===== src/rtl/regfile_wb_arbiter.sv =====
// rtl/regfile_wb_arbiter.sv - register-file writeback arbiter with load scoreboard
// Round-robin grant between ALU and load-return writebacks, registered write port, RAW hazard flag.
module regfile_wb_arbiter (
  input  logic        clk,
  input  logic        rst,
  input  logic        alu_valid,
  input  logic [4:0]  alu_rd,
  input  logic [31:0] alu_data,
  output logic        alu_ready,
  input  logic        mem_valid,
  input  logic [4:0]  mem_rd,
  input  logic [31:0] mem_data,
  output logic        mem_ready,
  input  logic        load_issue,
  input  logic [4:0]  load_issue_rd,
  input  logic [4:0]  rs1,
  input  logic [4:0]  rs2,
  output logic        hazard,
  output logic        write,
  output logic [4:0]  rd,
  output logic [31:0] reg_write,
  output logic [31:0] pending
);

  logic        prio_q, prio_d;
  logic        write_q, write_d;
  logic [4:0]  rd_q, rd_d;
  logic [31:0] data_q, data_d;
  logic [31:0] pending_q, pending_d;

  // prio_q: 0 favours MEM, 1 favours ALU; a lone requester wins regardless
  always_comb begin
    alu_ready = rst & alu_valid & (~mem_valid | prio_q);
    mem_ready = rst & mem_valid & (~alu_valid | ~prio_q);
  end

  always_comb begin
    prio_d  = prio_q;
    write_d = 1'b0;
    rd_d    = rd_q;
    data_d  = data_q;
    if (alu_ready) begin
      prio_d  = 1'b0;
      write_d = (alu_rd != 5'd0);
      rd_d    = alu_rd;
      data_d  = alu_data;
    end else if (mem_ready) begin
      prio_d  = 1'b1;
      write_d = (mem_rd != 5'd0);
      rd_d    = mem_rd;
      data_d  = mem_data;
    end
  end

  // Set is applied after clear so a newer load to the same register stays pending
  always_comb begin
    pending_d = pending_q;
    if (mem_ready) begin
      pending_d[mem_rd] = 1'b0;
    end
    if (load_issue && (load_issue_rd != 5'd0)) begin
      pending_d[load_issue_rd] = 1'b1;
    end
    pending_d[0] = 1'b0;
  end

  always_ff @(posedge clk) begin
    if (!rst) begin
      prio_q    <= 1'b0;
      write_q   <= 1'b0;
      rd_q      <= 5'd0;
      data_q    <= 32'd0;
      pending_q <= 32'd0;
    end else begin
      prio_q    <= prio_d;
      write_q   <= write_d;
      rd_q      <= rd_d;
      data_q    <= data_d;
      pending_q <= pending_d;
    end
  end

  // The output-stage write lands at the next edge, so its register is not yet readable
  always_comb begin
    hazard = pending_q[rs1] | pending_q[rs2] |
             (write_q & (((rd_q == rs1) & (rs1 != 5'd0)) |
                         ((rd_q == rs2) & (rs2 != 5'd0))));
  end

  assign write     = write_q;
  assign rd        = rd_q;
  assign reg_write = data_q;
  assign pending   = pending_q;

endmodule


===== config.mk =====
export PLATFORM = sky130hd
export DESIGN_NAME = regfile_wb_arbiter
export DESIGN_NICKNAME = d
export VERILOG_FILES = /design/src/rtl/regfile_wb_arbiter.sv
export SDC_FILE = /design/constraint.sdc
export NUM_CORES = 1
export LEC_CHECK = 0
export BUFFER_PORTS_ARGS = -buffer_cell sky130_fd_sc_hd__buf_2
export CORE_MARGIN = 4
export CORE_UTILIZATION = 25
export CTS_CLUSTER_SIZE = 20
export DETAILED_ROUTE_END_ITERATION = 16
export GPL_TIMING_DRIVEN = 0
export PLACE_DENSITY = 0.52
export SKIP_CTS_REPAIR_TIMING = 1
export SLEW_MARGIN = 20
export SYNTH_ARGS = -nofsm -noshare
export SYNTH_HDL_FRONTEND = slang
export SYNTH_SLANG_ARGS = --single-unit

===== constraint.sdc =====
create_clock -name clk -period 1.95 [get_ports clk]
set_clock_uncertainty 0.1 [all_clocks]
set_input_delay 0.2925 -clock clk [delete_from_list [all_inputs] [get_ports clk]]
set_output_delay 0.2925 -clock clk [all_outputs]
set_load 0.01 [all_outputs]

==> impl_metrics.json <==
{
  "fmax_mhz": 409,
  "synthToLayoutAreaGrowth_pct": 37.0,
  "dr_total_vias": 4102,
  "hold_viol": 0,
  "path_cells": "or4_4, a21oi_2, o22ai_2, a221oi_2, o211ai_1, buf_2",
  "worst_slack_ps": -496,
  "startpoint_type": "flop",
  "drt-vias-per-instance": 5.06,
  "drc": 0,
  "grt_max_degree": 11,
  "cp.required_ps": 1560,
  "synth_nets": 546,
  "wirelength_um": 14900,
  "yosys_warnings": 0,
  "final-instance-count-excl-fill": 810,
  "min_to": "reg_write[16]",
  "dieArea_um2": 16700,
  "place.port_buffers": 158,
  "final_net_count": 717,
  "r2r_cells": 4,
  "hpwlAfterDp_um": 11200,
  "synth_cell_types": 43,
  "grt_overflow": 0,
  "max_slew_margin_pct": 52.1,
  "endpoint_kind": "output port",
  "syn_area_um2": 3670,
  "drt_iter0_markers": 311,
  "post-place-ws_ps": -351,
  "final_layout_size_suffix_gt1_share_pct": 34.2,
  "initial_core_util_pct": 25.3,
  "rows": 44,
  "synth_top_area_share_pct": 38.2,
  "cp_max_fo": 6,
  "hold_path_class": "input port to flop",
  "violations": "setup timing",
  "setup_violations": 1,
  "crit_arrival_ps": 2050,
  "crit_type": "flop to output port",
  "period_needed_ps": 2450,
  "final_util_pct": 34.7,
  "async_reset_ff_share_pct": 0,
  "cts_made_buffers": 9,
  "synthTopCellsByArea": "dfxtp_1 (38%), nand2_1 (11%), a311oi_1 (8.1%)",
  "coreArea_um2": 14500,
  "slew_violations": 0,
  "worstHoldPathCells": 3,
  "antenna_found_initial": 0,
  "power_mw": 3.74,
  "ff2ff_setup_slack_ps": 170,
  "mostFrequentLayoutCell": "buf_2",
  "synth_edf_count": 0,
  "critical-path-slowest-cell": "or4_4",
  "worstReg2RegStart": "prio_q",
  "ir_drop_mv": 0.369,
  "hp-start": "mem_data[16]",
  "power.leakage_nw": 2.13,
  "drtPass1Iterations": 5,
  "syn_area_per_cell_um2": 8.12,
  "power_density_nw_per_um2": 743,
  "yosysSeqAreaShare_pct": 38.2,
  "gp_congestion": 0.819,
  "worstReg2RegEnd": "reg_write[29]",
  "cts_sinks": 70,
  "ios": 167,
  "synth_flop_cell": "dfxtp_1",
  "insertion_delay_ps": 340,
  "clkTransAtPathRegs_ps": 60,
  "cts_tree": "done",
  "cpPeakStageDelay_ps": 540,
  "yosysTopAreaCell": "dfxtp_1",
  "tightest_slew_ps": 715,
  "diodes": 0,
  "fp.dieH_um": 129,
  "wire_per_inst_um": 18.4,
  "cts-root-buf": "clkbuf_16",
  "placed_cells": 794,
  "ys_ff_latch": 70,
  "grt_pass1_wl_um": 22100,
  "grt_pass1_vias": 3968,
  "grt_setup_unrepaired": "yes",
  "grt_use_total_pct": 17.2,
  "clock_path_buffers": 2,
  "status": "finished, violations left",
  "htreeDepth": 3,
  "layout.cells.most_common_list": "buf_2 (163), nand2_1 (104), dfxtp_1 (68), nor2_1 (47), a311oi_1 (34)",
  "maxCapViolations": 0,
  "final_antenna_net_count": 0,
  "period_share_pct": 125,
  "die_x_um": 129,
  "postSynthCellCount": 452
}
power breakdown:
part	total [mW]	internal [mW]	switching, mW
clock	1.55	0.949	0.602
combinational	0.627	0.264	0.363
sequential	1.56	1.50	0.0538
worst max-delay path by stage:
| stage | cells past startpoint | slack (ps) | end | from |
|---|---|---|---|---|
| after floorplan | 5 | 3 | hazard | rs2[0] |
| after global placement | 8 | -360 | hazard | rs1[0] |
| after detailed placement | 8 | -350 | hazard | rs1[0] |
| after CTS | 6 | -550 | hazard | rd[4] |
| after global routing | 6 | -550 | hazard | rd[4] |
| final | 6 | -500 | hazard | rd[4] |
synth_stat cells (2+ instances only):
cell / n
a22oi_1: 4
mux2_2: 2
a21oi_1: 33
nor3_1: 3
xnor2_1: 8
mux2i_1: 10
or4_1: 3
clkbuf_1: 17
nand2_1: 105
a311oi_1: 34
or3_1: 3
nand3_1: 6
nand2b_1: 4
buf_2: 8
buf_1: 4
and2_1: 3
nor2b_1: 3
dfxtp_1: 70
a21boi_0: 8
nand3b_1: 5
o21ai_0: 33
mux4_2: 11
buf_4: 5
nand4_1: 2
nor2_1: 47
inv_1: 4
critical path: cells and delay by family (launching register included):
family	cells	cell delay, ps
compound gates	4	640
buf+inv	1	160
flops	1	370
simple gates	1	540
flip-flops by register name, summed over array words and instances, names as in the netlist:
| register | cells |
|---|---|
| reg_write | 32 |
| pending | 31 |
| rd | 5 |
| prio_q | 1 |
| write | 1 |
logic make-up after synthesis:
| group | synth area share (%) |
|---|---|
| flip-flops | 38.2 |
| other | 0.102 |
| AND/OR/NAND/NOR | 21.6 |
| multiplexers | 11.1 |
| buffers and inverters | 5.18 |
| AO/OA/AOI/OAI | 21.9 |
| XOR/XNOR | 1.91 |
routing by layer:
| metal | wire, µm | vias up | GRT usage, % |
|---|---|---|---|
| met5 | 0 | - | 0 |
| met4 | 146 | 0 | 5.25 |
| met3 | 1040 | 12 | 4.62 |
| met2 | 7290 | 139 | 27.6 |
| met1 | 6430 | 1992 | 22.7 |
| li1 | - | 1959 | - |
through the flow:
step / instance area [µm²] / TNS [ps] / hold WS (ps)
after floorplan: 3670 / 0 / 334
after global placement: 4690 / -362 / 367
after detailed placement: 4690 / -634 / 370
after CTS: 4960 / -624 / 105
after global routing: 5030 / -549 / 111
final: 5030 / -496 / 116
layout make-up:
| type | instances | area, µm² |
|---|---|---|
| clock inverters | 1 | 5.00 |
| multi-input cells | 341 | 2110 |
| repair buffers | 160 | 806 |
| flip-flops and latches | 70 | 1410 |
| fillers | 1545 | 9450 |
| plain buffers | 35 | 175 |
| inverters | 6 | 22.5 |
| well taps | 184 | 230 |
| clock buffers | 13 | 270 |
Note: power is estimated with default switching activity, not from simulation.
